===== config.mk =====
export PLATFORM = sky130hd
export DESIGN_NAME = button_event_ctrl
export DESIGN_NICKNAME = d
export VERILOG_FILES = /design/src/rtl/button_pkg.sv /design/src/rtl/button_press_fsm.sv /design/src/rtl/button_event_ctrl.sv
export SDC_FILE = /design/constraint.sdc
export NUM_CORES = 1
export LEC_CHECK = 0
export ABC_CLOCK_PERIOD_IN_PS = 3400
export CAP_MARGIN = 5
export CORE_ASPECT_RATIO = 0.6
export CORE_UTILIZATION = 55
export CTS_CLUSTER_SIZE = 14
export DETAILED_ROUTE_END_ITERATION = 10
export HOLD_SLACK_MARGIN = 0.02
export PLACE_DENSITY_LB_ADDON = 0.3
export SLEW_MARGIN = 10
export SYNTH_ARGS = -nofsm -noshare
export SYNTH_HDL_FRONTEND = slang
export SYNTH_SLANG_ARGS = --single-unit

===== constraint.sdc =====
create_clock -name clk -period 3.4 [get_ports clk]
set_input_delay 0.85 -clock clk [delete_from_list [all_inputs] [get_ports clk]]
set_output_delay 0.85 -clock clk [all_outputs]
set_load 0.03 [all_outputs]

===== src/rtl/button_pkg.sv =====
// Shared event codes, per-button FSM states and timebase helpers for button_event_ctrl.
package button_pkg;

    localparam logic [1:0] EVT_SHORT  = 2'd0;
    localparam logic [1:0] EVT_LONG   = 2'd1;
    localparam logic [1:0] EVT_REPEAT = 2'd2;

    typedef enum logic [1:0] {
        ST_IDLE   = 2'd0,
        ST_HELD   = 2'd1,
        ST_REPEAT = 2'd2
    } btn_state_e;

    localparam int unsigned MS_PER_S = 1000;

    // Clock cycles per millisecond, clamped so a tiny CLK_FREQ still yields a valid divider.
    function automatic int unsigned ms_prescale(input int unsigned clk_freq);
        return (clk_freq / MS_PER_S > 0) ? clk_freq / MS_PER_S : 1;
    endfunction

endpackage


===== src/rtl/button_press_fsm.sv =====
// Per-button press classifier: SHORT on early release, LONG after the hold threshold,
// then periodic REPEAT until release.
module button_press_fsm
    import button_pkg::*;
#(
    parameter int unsigned LONG_PRESS_MS = 1000,
    parameter int unsigned REPEAT_MS     = 200
) (
    input  logic       clk,
    input  logic       rst,
    input  logic       pressed,
    input  logic       released,
    input  logic       ms_tick,
    output logic       emit,
    output logic [1:0] emit_type,
    output logic       held
);

    localparam int unsigned CNT_MAX = (LONG_PRESS_MS > REPEAT_MS) ? LONG_PRESS_MS : REPEAT_MS;
    localparam int unsigned CW      = $clog2(CNT_MAX + 1);

    btn_state_e    state_q, state_d;
    logic [CW-1:0] cnt_q, cnt_d;

    logic press, rel, long_hit, rep_hit;

    // A press and release in the same cycle cancel each other out.
    assign press    = pressed & ~released;
    assign rel      = released & ~pressed;
    assign long_hit = ms_tick && (cnt_q == CW'(LONG_PRESS_MS - 1));
    assign rep_hit  = ms_tick && (cnt_q == CW'(REPEAT_MS - 1));

    always_ff @(posedge clk) begin
        if (rst) begin
            state_q <= ST_IDLE;
            cnt_q   <= '0;
        end else begin
            state_q <= state_d;
            cnt_q   <= cnt_d;
        end
    end

    always_comb begin
        state_d = state_q;
        cnt_d   = cnt_q;
        unique case (state_q)
            ST_IDLE: begin
                if (press) begin
                    state_d = ST_HELD;
                    cnt_d   = '0;
                end
            end
            ST_HELD: begin
                if (rel) begin
                    state_d = ST_IDLE;
                    cnt_d   = '0;
                end else if (long_hit) begin
                    state_d = ST_REPEAT;
                    cnt_d   = '0;
                end else if (ms_tick) begin
                    cnt_d = cnt_q + 1'b1;
                end
            end
            ST_REPEAT: begin
                if (rel) begin
                    state_d = ST_IDLE;
                    cnt_d   = '0;
                end else if (rep_hit) begin
                    cnt_d = '0;
                end else if (ms_tick) begin
                    cnt_d = cnt_q + 1'b1;
                end
            end
            default: begin
                state_d = ST_IDLE;
                cnt_d   = '0;
            end
        endcase
    end

    always_comb begin
        emit      = 1'b0;
        emit_type = EVT_SHORT;
        held      = 1'b0;
        unique case (state_q)
            ST_HELD: begin
                held = 1'b1;
                if (rel) begin
                    emit = 1'b1;
                end else if (long_hit) begin
                    emit      = 1'b1;
                    emit_type = EVT_LONG;
                end
            end
            ST_REPEAT: begin
                held = 1'b1;
                if (!rel && rep_hit) begin
                    emit      = 1'b1;
                    emit_type = EVT_REPEAT;
                end
            end
            default: ;
        endcase
    end

endmodule


===== src/rtl/button_event_ctrl.sv =====
// Classifies debounced button presses into SHORT/LONG/REPEAT events and queues them
// round-robin into a small FIFO drained by a valid/ready consumer.
module button_event_ctrl
    import button_pkg::*;
#(
    parameter int unsigned CLK_FREQ      = 25_000_000,
    parameter int unsigned NUM_BTN       = 4,
    parameter int unsigned LONG_PRESS_MS = 1000,
    parameter int unsigned REPEAT_MS     = 200,
    parameter int unsigned FIFO_DEPTH    = 4
) (
    input  logic                       clk,
    input  logic                       rst,
    input  logic [NUM_BTN-1:0]         btn_pressed,
    input  logic [NUM_BTN-1:0]         btn_released,
    output logic                       evt_valid,
    input  logic                       evt_ready,
    output logic [$clog2(NUM_BTN)-1:0] evt_btn,
    output logic [1:0]                 evt_type,
    output logic [NUM_BTN-1:0]         held,
    output logic                       overflow
);

    localparam int unsigned PRESC = ms_prescale(CLK_FREQ);
    localparam int unsigned PCW   = (PRESC > 1) ? $clog2(PRESC) : 1;
    localparam int unsigned BW    = $clog2(NUM_BTN);
    localparam int unsigned AW    = $clog2(FIFO_DEPTH);
    localparam int unsigned CCW   = $clog2(FIFO_DEPTH + 1);
    localparam int unsigned EW    = BW + 2;

    logic [PCW-1:0] presc_q, presc_d;
    logic           ms_tick;

    logic [NUM_BTN-1:0]      emit;
    logic [NUM_BTN-1:0][1:0] emit_type;

    logic [NUM_BTN-1:0]      pend_valid_q, pend_valid_d;
    logic [NUM_BTN-1:0][1:0] pend_type_q, pend_type_d;
    logic                    ovf_set;
    logic                    overflow_q;

    logic [BW-1:0]      rr_q, rr_d;
    logic [NUM_BTN-1:0] grant;
    logic [BW-1:0]      grant_idx;
    logic [BW-1:0]      cand;
    logic               grant_any;

    logic [EW-1:0]  mem_q [FIFO_DEPTH];
    logic [AW-1:0]  wr_ptr_q, wr_ptr_d, rd_ptr_q, rd_ptr_d;
    logic [CCW-1:0] count_q, count_d;
    logic [EW-1:0]  head;
    logic           push, pop, can_push;

    assign ms_tick = (presc_q == PCW'(PRESC - 1));
    assign presc_d = ms_tick ? '0 : presc_q + 1'b1;

    for (genvar i = 0; i < NUM_BTN; i++) begin : g_btn
        button_press_fsm #(
            .LONG_PRESS_MS (LONG_PRESS_MS),
            .REPEAT_MS     (REPEAT_MS)
        ) u_fsm (
            .clk       (clk),
            .rst       (rst),
            .pressed   (btn_pressed[i]),
            .released  (btn_released[i]),
            .ms_tick   (ms_tick),
            .emit      (emit[i]),
            .emit_type (emit_type[i]),
            .held      (held[i])
        );
    end

    assign evt_valid = (count_q != '0);
    assign pop       = evt_valid && evt_ready;
    assign can_push  = (count_q != CCW'(FIFO_DEPTH)) || pop;
    assign push      = grant_any;
    assign head      = mem_q[rd_ptr_q];
    assign evt_btn   = evt_valid ? head[EW-1:2] : '0;
    assign evt_type  = evt_valid ? head[1:0] : '0;
    assign overflow  = overflow_q;

    // rr_q holds the first index to search, i.e. one past the last grant.
    always_comb begin
        grant     = '0;
        grant_any = 1'b0;
        grant_idx = '0;
        cand      = '0;
        rr_d      = rr_q;
        for (int unsigned o = 0; o < NUM_BTN; o++) begin
            cand = BW'((32'(rr_q) + o) % NUM_BTN);
            if (!grant_any && can_push && pend_valid_q[cand]) begin
                grant_any   = 1'b1;
                grant_idx   = cand;
                grant[cand] = 1'b1;
            end
        end
        if (grant_any) begin
            rr_d = BW'((32'(grant_idx) + 1) % NUM_BTN);
        end
    end

    // A slot granted this cycle is free to take a new emit on the same edge.
    always_comb begin
        pend_valid_d = pend_valid_q;
        pend_type_d  = pend_type_q;
        ovf_set      = 1'b0;
        for (int unsigned i = 0; i < NUM_BTN; i++) begin
            if (grant[i]) begin
                pend_valid_d[i] = 1'b0;
            end
            if (emit[i]) begin
                if (!pend_valid_q[i] || grant[i]) begin
                    pend_valid_d[i] = 1'b1;
                    pend_type_d[i]  = emit_type[i];
                end else begin
                    ovf_set = 1'b1;
                end
            end
        end
    end

    always_comb begin
        wr_ptr_d = push ? wr_ptr_q + 1'b1 : wr_ptr_q;
        rd_ptr_d = pop ? rd_ptr_q + 1'b1 : rd_ptr_q;
        count_d  = count_q;
        unique case ({push, pop})
            2'b10:   count_d = count_q + 1'b1;
            2'b01:   count_d = count_q - 1'b1;
            default: count_d = count_q;
        endcase
    end

    always_ff @(posedge clk) begin
        if (rst) begin
            presc_q      <= '0;
            pend_valid_q <= '0;
            pend_type_q  <= '0;
            overflow_q   <= 1'b0;
            rr_q         <= '0;
            wr_ptr_q     <= '0;
            rd_ptr_q     <= '0;
            count_q      <= '0;
        end else begin
            presc_q      <= presc_d;
            pend_valid_q <= pend_valid_d;
            pend_type_q  <= pend_type_d;
            overflow_q   <= overflow_q | ovf_set;
            rr_q         <= rr_d;
            wr_ptr_q     <= wr_ptr_d;
            rd_ptr_q     <= rd_ptr_d;
            count_q      <= count_d;
        end
    end

    always_ff @(posedge clk) begin
        if (push) begin
            mem_q[wr_ptr_q] <= {grant_idx, pend_type_q[grant_idx]};
        end
    end

endmodule


==> impl_metrics.py, run 1 <==
metrics = {
    "timing": {
        "rsz0062_at_grt": "false",
        "hold_ws_ns": 0.453,
        "fin_ws_ns": 0.390,
        "tns_ns": 0,
        "finalCriticalPeriod_ns": 3.01,
        "setup_viol": 0,
        "fin_crit_sh": 0.885,
        "skew_ns": 0.00949,
        "final_hold_viol_count": 0,
        "max_freq_mhz": 332,
        "drv_slew": 0,
        "worst_slew_margin_rel": 0.540,
        "worst_pin_slew_ns": 0.683,
    },
    "logic_synthesis": {
        "synth_most_common_cell": "nor2_1",
        "synth_area_sq_mm": 0.00568,
        "ys_top_cells_by_count": "nor2_1 (92), dfxtp_1 (87), nand2_1 (50)",
        "synth_cell_type_count": 63,
        "synth_edf_count": 16,
        "syn_nets": 676,
        "yosysTopAreaCell": "dfxtp_1",
        "synth_top_area_share": 0.307,
        "async_reset_ff_frac": 0,
        "synthTopCellsByArea": "dfxtp_1 (31%), edfxtp_1 (8.5%), nor2_1 (6.1%)",
        "ys_seq_area_frac": 0.392,
        "synth_warnings": 0,
        "synth_seq_cells": 103,
        "synth_cells": 638,
        "syn-mean-instance-area_sq_um": 8.90,
        "synth_flop_cell": "dfxtp_1",
    },
    "clocking": {
        "htree_levels": 3,
        "clock-sinks": 103,
        "clock_path_buffers": 2,
        "cts_tree": "yes",
        "cts_resized": 0,
        "clkLatencyLatePin_ns": 0.35,
        "clockRootBuffer": "clkbuf_16",
        "postCtsHoldBufs": 0,
        "clk_pin_slew_ns": 0.07,
        "cts_made_buffers": 9,
        "post_cts_buffers": 0,
    },
    "worst_setup_path": {
        "cp.arrival_ns": 2.16,
        "critPathTopFamily": "buffers and inverters",
        "path_buf_inv": 1,
        "r2r-start": "rr_q[1]",
        "crit_chain": "mux4_2, and2_1, clkdlybuf4s50_1",
        "crit_path_start_kind": "flop",
        "cpMaxStageDelayCell": "clkdlybuf4s50_1",
        "max_stage_delay_ns": 0.59,
        "ff2ff_path_depth": 8,
        "critical_path_class": "flop to output pin",
        "path_max_fanout": 4,
        "timing.rr.end": "mem_q[0][0]",
        "worstPathRequired_ns": 2.55,
        "end_kind": "output pin",
        "ff2ff_setup_slack_ns": 0.41,
    },
    "power_and_ir_drop": {
        "ir_drop_v": 0.000317,
        "power_density_mw_per_mm2": 438,
        "p_total_mw": 2.76,
        "total_leakage_power_nw": 2.21,
    },
    "layout": {
        "antenna_cells": 0,
        "post_layout_nonfiller_instances": 796,
        "fillers": 822,
        "finalNetCount": 694,
        "drive_above_1_share": 0.0741,
        "final_area_sq_mm": 0.00632,
        "final_util": 0.635,
        "syn_to_final_growth_pct": 11.3,
    },
    "hold_path": {
        "hold_end": "presc_q[0]",
        "min_path_type": "flop to flop",
        "hold-path-cell-count": 1,
        "hold_start": "presc_q[0]",
    },
    "placed_design": {
        "dpl_cell_area_sq_mm": 0.00601,
        "post-dp-hpwl_mm": 8.84,
        "dp_slack_ns": 0.235,
        "dp.cells": 780,
        "portBuffers": 20,
        "gp_congestion": 0.919,
    },
    "route": {
        "viasPerCell": 5.69,
        "vias": 4532,
        "wl_per_cell_um": 14.9,
        "top_layer_used": "met4",
        "wl_met3_um": 637,
        "post-route-drc-count": 0,
        "totalWireLength_mm": 11.8,
        "drt-met1-wl_mm": 5.89,
        "initialDrtViolationCount": 345,
        "ant_nets": 0,
        "firstDrtPassIters": 7,
        "wl_met2_mm": 5.19,
    },
    "floorplanning": {
        "dieArea_sq_mm": 0.0107,
        "core_area_sq_mm": 0.00995,
        "die_w_um": 133,
        "fp-row-count": 28,
        "die_height_um": 80.7,
        "initial_utilization": 0.570,
        "io_pins": 21,
    },
    "grt": {
        "antenna_found_initial": 0,
        "grt_util_all_layers": 0.238,
        "grt_overflow": 0,
        "grt_pass1_vias": 4137,
        "grt_max_degree": 33,
        "grt_pass1_wl_mm": 19.9,
    },
    "outcome": {
        "status": "completed",
    },
    "run": {
        "maxCapViolCount": 0,
    },
}
==> state kept, by name (all words and copies together), names as in the netlist, named ones only <==
name / count
wr_ptr_q: 2
presc_q: 15
overflow: 1
g_btn.u_fsm.state_q: 8
mem_q: 16
pend_type_q: 8
count_q: 3
pend_valid_q: 4
g_btn.u_fsm.cnt_q: 40
rr_q: 2
rd_ptr_q: 2
==> per-layer routing <==
layer,up-vias,global-route usage
met5,-,0
met2,115,0.371
met3,11,0.0581
li1,2267,-
met1,2139,0.327
met4,0,0.0716
==> logic make-up after synthesis <==
logic type,count (synthesis),synth area share
mux,21,0.0547
xor+xnor,54,0.0833
buf+inv,56,0.0428
simple gates,288,0.265
flops,103,0.392
fa+ha+maj,27,0.0608
compound gates,89,0.102
==> how the worst max path moves through the flow <==
stage                          end  depth (start not counted)  slack, ns       from
detailed placement  pend_type_q[6]                          7       0.24  evt_ready
finish                  evt_btn[1]                          3       0.39       flop
CTS                     evt_btn[1]                          3       0.37       flop
global route           mem_q[0][1]                          8       0.21    rr_q[1]
global placement    pend_type_q[7]                          7       0.31  evt_ready
floorplan               count_q[2]                          9       0.35  evt_ready
==> cell usage in the layout (no fill, tap or decap), types with 20 or more instances in the layout <==
master           instances
ha_1                    26
nor3_1                  26
nand2_1                 50
nor2_1                  92
dfxtp_1                 87
xor2_1                  20
xnor2_1                 34
inv_1                   33
o21ai_0                 21
nand3_1                 24
a21oi_1                 25
clkdlybuf4s50_1         20
==> power breakdown <==
| group | leakage (nW) | internal (mW) | switching, mW |
|---|---|---|---|
| combinational | 1.21 | 0.173 | 0.250 |
| clock | 0.152 | 0.558 | 0.487 |
| sequential | 0.849 | 1.26 | 0.0329 |
| total | 2.21 | 1.99 | 0.770 |
==> layout make-up <==
type / instances / area, sq um / area share
Timing Repair Buffer: 30 / 288 / 0.0455
Clock inverter: 6 / 55.1 / 0.00871
Clock buffer: 10 / 250 / 0.0396
Multi-Input combinational cell: 479 / 3210 / 0.508
Inverter: 33 / 124 / 0.0196
Sequential cell: 103 / 2220 / 0.352
Tap cell: 135 / 169 / 0.0267
(Power assumes the default switching activity.)
==> inputs of run 2 (changes only) <==
--- a/config.mk
+++ b/config.mk
@@ -5,7 +5,7 @@
 export SDC_FILE = /design/constraint.sdc
 export NUM_CORES = 1
 export LEC_CHECK = 0
-export ABC_CLOCK_PERIOD_IN_PS = 3400
+export ABC_CLOCK_PERIOD_IN_PS = 3500
 export CAP_MARGIN = 5
 export CORE_ASPECT_RATIO = 0.6
 export CORE_UTILIZATION = 55
==> constraint.sdc (replaced) <==
create_clock -name clk -period 3.5 [get_ports clk]
set_input_delay 0.875 -clock clk [delete_from_list [all_inputs] [get_ports clk]]
set_output_delay 0.875 -clock clk [all_outputs]
set_load 0.03 [all_outputs]
==> run 2 against run 1 <==
  * Sequential power shrank 3%
  * Non-clock buffer count shrank 1
  * Wire length shrank 1.3%
  * Largest cell class unchanged
==> impl_metrics.py, run 2 (synthesis gave the netlist of run 1 again) <==
metrics = {
    "layout": {
        "drive_above_1_share": 0.0712,
        "top_regs": "g_btn.u_fsm.cnt_q x40, mem_q x16, presc_q x15",
        "multi_input_area_sq_mm": 0.00321,
        "largest_reg_flops": 40,
        "finalNetCount": 693,
        "antenna_cells": 0,
        "final_area_sq_mm": 0.00631,
        "mostFrequentLayoutCells": "nor2_1 (92), dfxtp_1 (87), nand2_1 (50)",
        "regArea_sq_mm": 0.00222,
        "regMostFlops": "g_btn.u_fsm.cnt_q",
        "syn_to_final_growth_pct": 11.2,
        "final_util": 0.634,
        "fillers": 828,
        "mostFrequentLayoutCell": "nor2_1",
    },
    "power_and_ir_drop": {
        "pwr-share-comb": 0.150,
        "p_total_mw": 2.72,
        "internal_power_mw": 1.99,
        "total_leakage_power_nw": 2.20,
        "pwr-share-clk": 0.388,
        "power_density_mw_per_mm2": 432,
        "ir_drop_v": 0.000256,
        "p_sw_frac": 0.268,
        "p_switching_uw": 731,
        "sequentialPowerShare": 0.462,
    },
    "worst_setup_path": {
        "setup.worst_path.start": "rr_q[1]",
        "worstPathRequired_ns": 3.55,
        "max_stage_delay_ns": 0.49,
        "path_max_fanout": 11,
        "critical_path_class": "flop to flop",
        "crit_chain": "inv_1, ha_1, mux4_2, nor3_1, and3_1, o21ai_0, mux2i_1, mux2i_1",
        "r2r-start": "rr_q[1]",
        "cpMaxStageDelayCell": "ha_1",
        "cp.arrival_ns": 3.08,
        "end_kind": "flop",
        "crit_path_start_kind": "flop",
        "path_common_cell": "mux2i_1",
    },
    "route": {
        "viasPerCell": 5.75,
        "vias": 4570,
        "ant_nets": 0,
        "initialDrtViolationCount": 362,
        "wl_per_cell_um": 14.7,
        "post-route-drc-count": 0,
        "totalWireLength_mm": 11.7,
        "firstDrtPassIters": 5,
    },
    "placed_design": {
        "portBuffers": 20,
        "gp_congestion": 0.957,
        "post-dp-hpwl_mm": 8.61,
        "dpl_cell_area_sq_mm": 0.00599,
    },
    "timing": {
        "worst_slew_margin_rel": 0.561,
        "worst_pin_slew_ns": 0.652,
        "final_hold_viol_count": 0,
        "drv_slew": 0,
        "tns_ns": 0,
        "max_freq_mhz": 330,
        "skew_ns": 0.00732,
        "finalCriticalPeriod_ns": 3.03,
        "setup_viol": 0,
        "fin_crit_sh": 0.865,
        "rsz0062_at_grt": "false",
    },
    "grt": {
        "grt_pass1_vias": 4231,
        "grt_pass1_wl_mm": 20.1,
        "antenna_found_initial": 0,
        "grt_overflow": 0,
        "grt_util_all_layers": 0.237,
        "grt_max_degree": 22,
    },
    "floorplanning": {
        "dieArea_sq_mm": 0.0107,
        "fp-row-count": 28,
        "io_pins": 21,
        "die_height_um": 80.7,
        "initial_utilization": 0.570,
        "die_w_um": 133,
        "core_area_sq_mm": 0.00995,
    },
    "clocking": {
        "clk_pin_slew_ns": 0.07,
        "clock_path_buffers": 2,
        "clock-sinks": 103,
        "cts_resized": 0,
        "cts_tree": "yes",
        "htree_levels": 3,
        "clkLatencyLatePin_ns": 0.35,
        "post_cts_buffers": 0,
        "cts_made_buffers": 9,
        "clockRootBuffer": "clkbuf_16",
        "postCtsHoldBufs": 0,
    },
    "hold_path": {
        "min_path_type": "flop to flop",
        "hold_start": "presc_q[0]",
    },
    "outcome": {
        "status": "completed",
    },
    "run": {
        "maxCapViolCount": 0,
    },
}
[run 2: cell count changes in the layout (fill, tap and decap cells not counted)]
cell        change
inv_6           -3
clkinvlp_4      +2
buf_12          -1
bufinv_16       +1
inv_1           +1
inv_8           -1
[run 2: final timing paths]
kind	to	slack, ns	cells past startpoint
setup reg to reg	mem_q[3][0]	0.47	8
hold / removal	presc_q[0]	0.44	1
setup / recovery	mem_q[3][0]	0.47	8
hold reg to reg	presc_q[0]	0.44	1
[run 2: worst max-delay path: cells and delay by family (launching register included)]
kind	cells	cell delay [ns]
fa+ha+maj	1	0.49
simple gates	2	0.31
mux	3	0.85
compound gates	1	0.44
buf+inv	1	0.14
flops	1	0.48
[run 2: final cells by class]
cell class,count,area share
Timing Repair Buffer,29,0.0424
Inverter,33,0.0196
Clock buffer,10,0.0397
Sequential cell,103,0.352
Multi-Input combinational cell,479,0.509
Clock inverter,6,0.0105
Tap cell,135,0.0268
[run 2: per-stage QoR]
| stage | std cells | setup WS, ns | hold WS [ns] |
|---|---|---|---|
| 2_1_floorplan | 638 | 0.424 | 0.418 |
| 3_3_place_gp | 779 | 0.385 | 0.432 |
| 3_5_place_dp | 779 | 0.285 | 0.437 |
| 4_1_cts | 795 | 0.464 | 0.447 |
| 5_1_grt | 795 | 0.248 | 0.503 |
| 6_report | 795 | 0.474 | 0.444 |
[run 2: power groups by stage]
stage,Clock (mW),Sequential (mW),Combinational [mW]
2_1_floorplan,0,1.28,0.299
3_3_place_gp,0,1.28,0.394
3_5_place_dp,0,1.29,0.406
4_1_cts,1.08,1.26,0.408
5_1_grt,1.12,1.26,0.448
6_report,1.06,1.26,0.409
[run 2: layer usage]
layer,GRT usage,part of all wire
met1,0.335,0.50
met2,0.360,0.42
met3,0.0537,0.058
met4,0.0716,0.014
met5,0,0
